$ cat src/rtl/seg_scan_arbiter_if.sv
// Signal bundle between the two display clients and the scan arbiter.
// Request handshake: msg_req is sampled every cycle; it is accepted only when msg_ack pulses one cycle later.
interface seg_scan_arbiter_if;
    logic        disp_en;
    logic [15:0] a_code;
    logic [3:0]  a_blink;
    logic        msg_req;
    logic [15:0] msg_code;
    logic        msg_ack;
    logic        msg_busy;
    logic        owner;
    logic [3:0]  DIGIT;
    logic [6:0]  DISPLAY;

    modport master (
        output disp_en, a_code, a_blink, msg_req, msg_code,
        input  msg_ack, msg_busy, owner, DIGIT, DISPLAY
    );

    modport slave (
        input  disp_en, a_code, a_blink, msg_req, msg_code,
        output msg_ack, msg_busy, owner, DIGIT, DISPLAY
    );
endinterface

$ cat src/rtl/seg_scan_arbiter.sv
// 4-digit 7-segment scan controller; a transient message (B) preempts the live value (A)
// for whole frames only, using clock-enable counters for scan and blink timing.
module seg_scan_arbiter #(
    parameter int SCAN_DIV    = 100000,
    parameter int BLINK_DIV   = 25000000,
    parameter int HOLD_FRAMES = 8
) (
    input  logic              clk,
    input  logic              rst,
    seg_scan_arbiter_if.slave bus,
    output logic [1:0]        state_o
);
    localparam int SW = $clog2(SCAN_DIV);
    localparam int BW = $clog2(BLINK_DIV);
    localparam int FW = $clog2(HOLD_FRAMES + 1);
    localparam logic [SW-1:0] SC_LAST = SW'(SCAN_DIV - 1);
    localparam logic [BW-1:0] BL_LAST = BW'(BLINK_DIV - 1);
    localparam logic [FW-1:0] FR_LAST = FW'(HOLD_FRAMES - 1);

    typedef enum logic [1:0] {S_IDLE = 2'd0, S_PEND = 2'd1, S_SHOW = 2'd2} state_t;

    logic [SW-1:0] sc_q;
    logic [1:0]    idx_q;
    logic [BW-1:0] bl_q;
    logic          phase_q;
    state_t        state_q, state_d;
    logic [FW-1:0] frames_q, frames_d;
    logic [15:0]   msg_q, msg_d;
    logic          ack_q, ack_d;
    logic [3:0]    digit_q, digit_d;
    logic [6:0]    display_q, display_d;
    logic          owner, busy;

    logic scan_tick, frame_bd, blink_tc;
    assign scan_tick = (sc_q == SC_LAST);
    assign frame_bd  = scan_tick && (idx_q == 2'd3);
    assign blink_tc  = (bl_q == BL_LAST);

    function automatic logic [6:0] glyph_seg(input logic [3:0] c);
        case (c)
            4'd0:    glyph_seg = 7'b100_0000;
            4'd1:    glyph_seg = 7'b111_1001;
            4'd2:    glyph_seg = 7'b010_0100;
            4'd3:    glyph_seg = 7'b011_0000;
            4'd4:    glyph_seg = 7'b001_1001;
            4'd5:    glyph_seg = 7'b001_0010;
            4'd6:    glyph_seg = 7'b000_0010;
            4'd7:    glyph_seg = 7'b111_1000;
            4'd8:    glyph_seg = 7'b000_0000;
            4'd9:    glyph_seg = 7'b001_0000;
            4'd10:   glyph_seg = 7'b101_1100;
            4'd11:   glyph_seg = 7'b110_0011;
            4'd12:   glyph_seg = 7'b000_1110;
            4'd13:   glyph_seg = 7'b001_0010;
            default: glyph_seg = 7'b111_1111;
        endcase
    endfunction

    // Scan and blink timebases keep running regardless of disp_en or ownership.
    always_ff @(posedge clk) begin
        if (rst) begin
            sc_q    <= '0;
            idx_q   <= 2'd0;
            bl_q    <= '0;
            phase_q <= 1'b1;
        end else begin
            sc_q <= scan_tick ? '0 : sc_q + 1'b1;
            if (scan_tick) idx_q <= idx_q + 2'd1;
            bl_q <= blink_tc ? '0 : bl_q + 1'b1;
            if (blink_tc) phase_q <= ~phase_q;
        end
    end

    always_ff @(posedge clk) begin
        if (rst) begin
            state_q  <= S_IDLE;
            frames_q <= '0;
            msg_q    <= '0;
            ack_q    <= 1'b0;
        end else begin
            state_q  <= state_d;
            frames_q <= frames_d;
            msg_q    <= msg_d;
            ack_q    <= ack_d;
        end
    end

    always_comb begin
        state_d  = state_q;
        frames_d = frames_q;
        msg_d    = msg_q;
        ack_d    = 1'b0;
        case (state_q)
            S_IDLE: if (bus.msg_req) begin
                state_d = S_PEND;
                msg_d   = bus.msg_code;
                ack_d   = 1'b1;
            end
            S_PEND: if (frame_bd) begin
                state_d  = S_SHOW;
                frames_d = '0;
            end
            S_SHOW: if (frame_bd) begin
                if (frames_q == FR_LAST) state_d = S_IDLE;
                else                     frames_d = frames_q + 1'b1;
            end
            default: state_d = S_IDLE;
        endcase
    end

    always_comb begin
        owner   = (state_q == S_SHOW);
        busy    = (state_q != S_IDLE);
        state_o = state_q;
    end

    // Blink masking applies to the live value only; a message is never blanked.
    always_comb begin
        logic [3:0] glyph;
        glyph     = owner ? msg_q[{idx_q, 2'b00} +: 4] : bus.a_code[{idx_q, 2'b00} +: 4];
        display_d = (!owner && !phase_q && bus.a_blink[idx_q]) ? 7'b111_1111 : glyph_seg(glyph);
        digit_d   = bus.disp_en ? ~(4'b0001 << idx_q) : 4'b1111;
    end

    always_ff @(posedge clk) begin
        if (rst) begin
            digit_q   <= 4'b1111;
            display_q <= 7'b111_1111;
        end else begin
            digit_q   <= digit_d;
            display_q <= display_d;
        end
    end

    assign bus.msg_ack  = ack_q;
    assign bus.msg_busy = busy;
    assign bus.owner    = owner;
    assign bus.DIGIT    = digit_q;
    assign bus.DISPLAY  = display_q;
endmodule

$ cat src/flat_wrapper.sv
// flat-port wrapper written by rule: the top's interface ports become plain ports
module seg_scan_arbiter_flat 
#(
    parameter int SCAN_DIV    = 100000,
    parameter int BLINK_DIV   = 25000000,
    parameter int HOLD_FRAMES = 8
)
  (clk, rst, state_o, bus_disp_en, bus_a_code, bus_a_blink, bus_msg_req, bus_msg_code, bus_msg_ack, bus_msg_busy, bus_owner, bus_DIGIT, bus_DISPLAY);
  seg_scan_arbiter_if bus_i ();
  input  logic clk;
  input  logic rst;
  output logic [1:0] state_o;
  input wire logic [$bits(bus_i.disp_en)-1:0] bus_disp_en;
  input wire logic [$bits(bus_i.a_code)-1:0] bus_a_code;
  input wire logic [$bits(bus_i.a_blink)-1:0] bus_a_blink;
  input wire logic [$bits(bus_i.msg_req)-1:0] bus_msg_req;
  input wire logic [$bits(bus_i.msg_code)-1:0] bus_msg_code;
  output wire logic [$bits(bus_i.msg_ack)-1:0] bus_msg_ack;
  output wire logic [$bits(bus_i.msg_busy)-1:0] bus_msg_busy;
  output wire logic [$bits(bus_i.owner)-1:0] bus_owner;
  output wire logic [$bits(bus_i.DIGIT)-1:0] bus_DIGIT;
  output wire logic [$bits(bus_i.DISPLAY)-1:0] bus_DISPLAY;
  assign bus_i.disp_en = bus_disp_en;
  assign bus_i.a_code = bus_a_code;
  assign bus_i.a_blink = bus_a_blink;
  assign bus_i.msg_req = bus_msg_req;
  assign bus_i.msg_code = bus_msg_code;
  assign bus_msg_ack = bus_i.msg_ack;
  assign bus_msg_busy = bus_i.msg_busy;
  assign bus_owner = bus_i.owner;
  assign bus_DIGIT = bus_i.DIGIT;
  assign bus_DISPLAY = bus_i.DISPLAY;
  seg_scan_arbiter #(.SCAN_DIV(SCAN_DIV), .BLINK_DIV(BLINK_DIV), .HOLD_FRAMES(HOLD_FRAMES)) u_core (.clk(clk), .rst(rst), .bus(bus_i), .state_o(state_o));
endmodule
$ cat config.mk
export PLATFORM = sky130hd
export DESIGN_NAME = seg_scan_arbiter_flat
export DESIGN_NICKNAME = d
export VERILOG_FILES = /design/src/rtl/seg_scan_arbiter_if.sv /design/src/rtl/seg_scan_arbiter.sv /design/src/flat_wrapper.sv
export SDC_FILE = /design/constraint.sdc
export NUM_CORES = 1
export LEC_CHECK = 0
export ABC_AREA = 1
export CELL_PAD_IN_SITES_DETAIL_PLACEMENT = 1
export CELL_PAD_IN_SITES_GLOBAL_PLACEMENT = 2
export CORE_ASPECT_RATIO = 0.9
export CORE_UTILIZATION = 34
export CTS_BUF_LIST = sky130_fd_sc_hd__clkbuf_2
export CTS_CLUSTER_DIAMETER = 50
export DETAILED_ROUTE_END_ITERATION = 10
export PLACE_DENSITY_LB_ADDON = 0.1
export SLEW_MARGIN = 5
export SYNTH_ARGS = -nofsm -noshare
export SYNTH_HDL_FRONTEND = slang
export SYNTH_SLANG_ARGS = --single-unit
$ cat constraint.sdc
create_clock -name clk -period 2.6 [get_ports clk]
set_input_delay 0.39 -clock clk [delete_from_list [all_inputs] [get_ports clk]]
set_output_delay 0.39 -clock clk [all_outputs]
set_load 0.03 [all_outputs]
Yosys cells after proc, flatten, opt, wreduce, memory -nomap -nowiden

Memory sizes are Yosys's and may differ from the RTL's. A register that Yosys moved wholly into a read port is not among the register bits.
Index checks and enable logic that the tools add are counted.

Add/subtract/negate cells: 4
Multipliers: 0
Divide/modulo/power cells: 0
$lt $le $gt $ge: 1
Equality and inequality tests: 11
Shift-type cells: 3
Muxes and demuxes: 13
Bitwise operators: 4
Reduce and logical (&&, ||, !) cells: 16

Operator list:

| kind                                                       | count |
|---|---|
| indexed part select 16 x 5 -> 4 bit                        | 2 |
| adder 25 x 1 -> 25 bit, second input constant              | 1 |
| == test 25 bit, second input constant                      | 1 |
| adder 17 x 1 -> 17 bit, second input constant              | 1 |
| == test 17 bit, second input constant                      | 1 |
| 2-to-1 mux 4 bit                                           | 4 |
| OR reduction 2 bit                                         | 5 |
| 2-to-1 mux 2 bit                                           | 4 |
| != test 2 bit, second input constant                       | 4 |
| case mux 4 bit (2 select lines)                            | 1 |
| AND reduction 4 bit                                        | 2 |
| case mux 2 bit (3 select lines)                            | 1 |
| adder 4 x 1 -> 4 bit, second input constant                | 1 |
| == test 2 bit, second input constant                       | 2 |
| == test 4 x 3 -> 1 bit, second input constant              | 1 |
| inverter 4 bit                                             | 1 |
| nonzero test 2 bit                                         | 2 |
| << shifter 1 x 2 -> 4 bit, first input constant            | 1 |
| logical AND 1 bit                                          | 3 |
| less-than comparator 2 x 3 -> 1 bit, second input constant | 1 |
| inverter 1 bit                                             | 3 |
| adder 2 x 1 -> 2 bit, second input constant                | 1 |
| binary-select mux 1 bit (select 2 bit)                     | 1 |
| == test 2 x 1 -> 1 bit, second input constant              | 1 |
| other kinds (5)                                            | 7 |

Register bits: 72
Latch bits: 0
RAM bits: 0
ROM bits: 112
Bits of input ports: 40
Word-level logic and storage cells: 62
Memories: 1

Memory list:

| name            | depth | width | rd ports | clocked after memory_dff | write ports | RTL line               | text |
|---|---|---|---|---|---|---|---|
| (no name shown) | 16    | 7     | 1        | 1                        | 0           | seg_scan_arbiter.sv:40 | `case (c)` |

Depth between registers and ports, before layout

Gate-level depths: netlist (run 1).

Depth after elaboration: 5
Depth in mapped cells: 15
Gate-level depth less buffers: 14

Worst setup path before layout (run 1)

No wires, ideal clock.

Kind: register to register
Start point: register u_core.state_q[1] (netlist: u_core.state_o[1])
End point: register u_core.display_q[1] (netlist: u_core.bus.DISPLAY[1])
Library setup time: 125 ps
Arrival: 1827 ps
Data required time: 2475 ps
Path slack: 647 ps
Stages on the path, launching flop included: 14
Path buffers: 2
Path through: dfxtp_1 buf_6 buf_6 nand3_1 nand3_1 nand2_1 nand2_1 nand2_2 inv_1 ha_1 inv_1 nand3_1 nand2_1 nand3_1

Word-level cells in the longest chain between the ends: 5
Elaborated cells on any way between the ends: 6
Those cells by class: eq/ne: 1; mux: 1; reduce/logical: 4

RTL lines:

| item                            | RTL line                | text |
|---|---|---|
| from (decl)                     | seg_scan_arbiter.sv:26  | `state_t state_q, state_d;` |
| from (signal assigned)          | seg_scan_arbiter.sv:81  | `state_q <= state_d;` |
| == test 2 bit *                 | seg_scan_arbiter.sv:112 | `owner = (state_q == S_SHOW);` |
| logical NOT 1 bit               | seg_scan_arbiter.sv:121 | `display_d = (!owner && !phase_q && bus.a_blink[idx_q]) ? 7'b111_1111 : glyph_seg(glyph);` |
| logical AND 1 bit (2 in series) | seg_scan_arbiter.sv:121 |  |
| OR reduction 2 bit (no line)    | n/a                     |  |
| to (decl)                       | seg_scan_arbiter.sv:31  | `logic [6:0] display_q, display_d;` |

Mark *: on every way between the ends. The rest lies on a longest branch, timed or not.
A chain may end at the register's enable or synchronous reset.

Worst setup path after layout (run 1)

Start point: register u_core.state_q[1] (netlist: u_core.state_o[1])
End point: output state_o[1]

RTL lines:

| item      | RTL line           | text |
|---|---|---|
| to (decl) | flat_wrapper.sv:12 | `output logic [1:0] state_o;` |

No word-level cell between the ends.

==> results of run 1 <==
layout make-up:
cell class | count | area, µm²
inverters | 64 | 243
repair buffers | 61 | 594
well taps | 156 | 195
multi-input cells | 449 | 2240
fillers | 1558 | 6670
clock inverters | 5 | 97.6
clock buffers | 10 | 50.0
flip-flops and latches | 79 | 1580
worst paths after layout:
| path | slack (ps) | startpoint | endpoint | cells past startpoint |
|---|---|---|---|---|
| worst max-delay path | 170 | u_core.state_o[1] | state_o[1] | 3 |
| worst min-delay path | 420 | bus_msg_code[4] | u_core.msg_q[4] | 3 |
| worst max register to register | 460 | u_core.state_o[0] | u_core.bus.DISPLAY[4] | 13 |
| worst min register to register | 460 | u_core.sc_q[0] | u_core.sc_q[0] | 1 |
worst min-delay path, delay by kind of cell:
kind                   cells  cell delay [ps]
buffers and inverters      1              400
AOI/OAI and AO/OA          1              170
and+or+nand+nor            1               40
synth_stat cells:
library cell / count
sky130_fd_sc_hd__buf_6: 7
sky130_fd_sc_hd__o21ai_2: 1
sky130_fd_sc_hd__clkinv_1: 1
sky130_fd_sc_hd__xnor2_1: 4
sky130_fd_sc_hd__dfxtp_1: 79
sky130_fd_sc_hd__clkbuf_1: 3
sky130_fd_sc_hd__nand4_1: 11
sky130_fd_sc_hd__and3_1: 1
sky130_fd_sc_hd__nand3_1: 79
sky130_fd_sc_hd__nor3b_1: 2
sky130_fd_sc_hd__inv_2: 1
sky130_fd_sc_hd__a31o_2: 1
sky130_fd_sc_hd__nor3_4: 1
sky130_fd_sc_hd__nor3_2: 2
sky130_fd_sc_hd__a211oi_1: 1
sky130_fd_sc_hd__xor2_1: 9
sky130_fd_sc_hd__nand2_4: 1
sky130_fd_sc_hd__buf_2: 2
sky130_fd_sc_hd__inv_1: 61
sky130_fd_sc_hd__a21oi_1: 23
sky130_fd_sc_hd__nand3_2: 3
sky130_fd_sc_hd__inv_4: 1
sky130_fd_sc_hd__nor3b_2: 1
sky130_fd_sc_hd__buf_4: 1
sky130_fd_sc_hd__nor2_4: 2
sky130_fd_sc_hd__nor3_1: 18
sky130_fd_sc_hd__nand3b_1: 3
sky130_fd_sc_hd__a31oi_1: 2
sky130_fd_sc_hd__nor2_2: 4
sky130_fd_sc_hd__nand2_2: 6
sky130_fd_sc_hd__nand2_1: 137
sky130_fd_sc_hd__or2_2: 4
sky130_fd_sc_hd__nor2_1: 92
sky130_fd_sc_hd__or2_0: 2
sky130_fd_sc_hd__ha_1: 14
sky130_fd_sc_hd__o21ai_0: 25
state kept, by name, summed over array words and instances (netlist names), 2 cells and up:
signal              flops
u_core.bl_q            25
u_core.sc_q            17
u_core.msg_q           16
u_core.bus.DISPLAY      7
u_core.bus.DIGIT        4
u_core.frames_q         4
u_core.idx_q            2
u_core.state_o          2
cells by family (layout without fill, tap and decap cells):
kind of cell	count (synthesis)	in the layout	synth area share [%]
adders and majority gates	14	14	4.20
DFF	79	79	37.9
and+or+nand+nor	369	369	40.1
xor gates and xnor gates	13	13	2.73
AOI/OAI and AO/OA	53	53	6.66
buffers and inverters	77	140	8.40
power groups by stage:
stage               clock (mW)  sequential, mW  combinational (mW)
global route             0.919            1.29               0.314
detailed placement           0            1.31               0.282
floorplan                    0            1.32               0.140
finish                   0.841            1.28               0.279
CTS                      0.872            1.28               0.283
global placement             0            1.31               0.276
what timing repair did:
item,CTS,global route
buffers inserted,0,0
gates resized for setup,1,1
endpoints found under the setup margin,1,1
hold buffers,0,0
layer usage:
metal | wire, µm | vias to the layer above | track usage [%]
li1 | - | 2068 | -
met1 | 5680 | 1846 | 24.6
met2 | 5220 | 48 | 30.8
met3 | 314 | 12 | 4.95
met4 | 109 | 0 | 4.88
met5 | 0 | - | 0
==> parameters.txt, run 1 <==
Parameter                              Value

Pwr
  Proportion of power drawn by the clock network ... about a third
  Combinational Power Share ... between 10% and 20%
  P_int ... around 1.8 mW
  Switching fraction of total power ... 25.5%
  PwrDens ... 481 nW/µm²
  Net switching power of the design ... 0.613 mW
  Seq pwr share ... around 53%
  Leakage power total ... 2.01 nW
  Total power consumption of the routed design ... around 2.4 mW
  Worst supply voltage drop on vdd ... 0.000235 V

Placed design
  Post-DP Area ... just under 5000 µm²
  Final weighted congestion in routability-driven placement ... 0.831
  Post-placement cell count ... between 800 and 900
  Post-place setup slack ... 410 ps
  Detailed Place HPWL ... roughly 9000 µm
  Port-buffer cells ... 55

Clocking
  Clock Sink Count ... 79
  Root buffer cell ... sky130_fd_sc_hd__clkbuf_2
  Maximum level of the CTS H-tree ... 3
  Clock slew at the register clock pins of the worst setup and hold paths ... around 230 ps
  Num CTS Buffers ... 9
  Clk buf depth ... 2
  TritonCTS clock tree ... yes
  Worst-Skew Late Latency ... slightly below 600 ps

Detailed routing
  Detailed-routing iteration count for the pre-antenna-repair pass ... 4
  Post-detailed-route count of antenna-violating nets ... 0
  Via total after detailed routing ... approximately 4000
  Iter 0 DRT Violations ... roughly 160
  Post-detailed-route via-to-cell ratio ... 4.82
  Wirelength, routed ... 11300 µm
  # DRC ... 0
  WL per Instance ... 13.7 µm

Synth
  Average cell area after synthesis ... 6.89 µm²
  Top cell type's share of synthesized area ... a little under two fifths
  Area of the mapped netlist ... about 4200 µm²
  Yosys top cell by area ... sky130_fd_sc_hd__dfxtp_1
  Ranking of synthesized cells by area ... sky130_fd_sc_hd__dfxtp_1 (38%), sky130_fd_sc_hd__nand2_1 (12%), sky130_fd_sc_hd__nand3_1 (9.5%), sky130_fd_sc_hd__nor2_1 (8.3%), sky130_fd_sc_hd__inv_1 (5.5%)
  Netlist cell types ... 36
  Number of cells produced by synthesis ... 605
  Flop and latch count out of synthesis ... 79
  Post-synthesis sequential area ratio ... between 30 and 40%
  Synthesized Nets ... 659
  Yosys warns ... 0

Final layout
  Antenna cell count ... 0
  Area overhead of the layout relative to synthesis ... 19.9%
  Fin cells ... ~820
  Ratio of cells with drive above 1 in the final layout ... slightly above 7%
  Commonest cells after routing, fill and taps aside ... sky130_fd_sc_hd__nand2_1 (137), sky130_fd_sc_hd__nor2_1 (92), sky130_fd_sc_hd__nand3_1 (79)
  Post-Route Utilization ... between 40% and 50%
  Most common library cell in the layout ignoring fill and taps ... sky130_fd_sc_hd__nand2_1
  Post-route standard cell area excluding fillers ... between 4000 and 5000 µm²
  Post-layout nets ... 718

Setup path
  Worst path bufs/invs ... 3
  Cell family with the largest share of critical-path delay ... buffers and inverters
  Critical Path Sink Type ... output pin
  Worst endpoint required time ... around 2200 ps
  Critical Path Source Type ... register
  Critical path arrival ... ~2000 ps
  Series of cell instances along the critical path ... buf_4 -> buf_4 -> clkdlybuf4s50_1
  Crit-path max cell delay ... approximately 660 ps
  Most frequent CP cell ... sky130_fd_sc_hd__buf_4
  Classification of the worst setup path ... register to output pin
  Maximum net fanout on the critical path ... 16
  Crit-path slowest cell ... sky130_fd_sc_hd__clkdlybuf4s50_1

STA
  Unrepaired setup endpoints after global routing ... false
  Share of the clock period used by the worst path after layout ... ~93%
  Slew Viols, Final ... 0
  Final critical-path setup slack ... 169 ps
  Clock period minus worst slack ... approximately 2400 ps
  Final worst clock skew ... 32.1 ps
  Setup TNS Final ... 0 ps
  Peak clock frequency supported by timing ... just over 400 MHz
  Worst hold slack across all endpoints ... 417 ps
  Remaining max-slew budget at the tightest pin ... approximately 66%
  Final number of hold-violating endpoints ... 0
  Transition time at the pin with the least slew margin ... 501 ps
  Setup-violating endpoint count in the final report ... 0

Die
  Number of top-level pins ... 56
  Horiz. Die Dim ... 119 µm
  Num rows ... 37
  Height of the chip ... 107 µm
  Die Footprint ... 12700 µm²
  Core Box Area ... approximately 12000 µm²
  Starting density of the core ... between 30 and 40%

Global route
  Via count of the first global-routing pass ... between 3000 and 4000
  Number of antenna violations at the first check in global routing ... 0
  Global route overflow ... 0
  Global-route wire length before repair ... about 19000 µm
  Maximum number of pins on one net before global-route repair ... 25
  GRT Overall Usage ... 18.9%

Status
  Status ... finished, final reports clean

Hold path
  Min-Delay Path Class ... primary input to register

Flow run
  Max Cap Viol ... 0
No activity file was read; power rests on OpenSTA's default activity.
==> run 2: changes to the inputs <==
--- a/config.mk
+++ b/config.mk
@@ -12,6 +12,7 @@
 export CORE_UTILIZATION = 34
 export CTS_BUF_LIST = sky130_fd_sc_hd__clkbuf_2
 export CTS_CLUSTER_DIAMETER = 50
+export CTS_CLUSTER_SIZE = 28
 export DETAILED_ROUTE_END_ITERATION = 10
 export PLACE_DENSITY_LB_ADDON = 0.1
 export SLEW_MARGIN = 5
==> results of run 2 <==
Same layout as run 1: the final DEF is identical, and so are final timing and power.
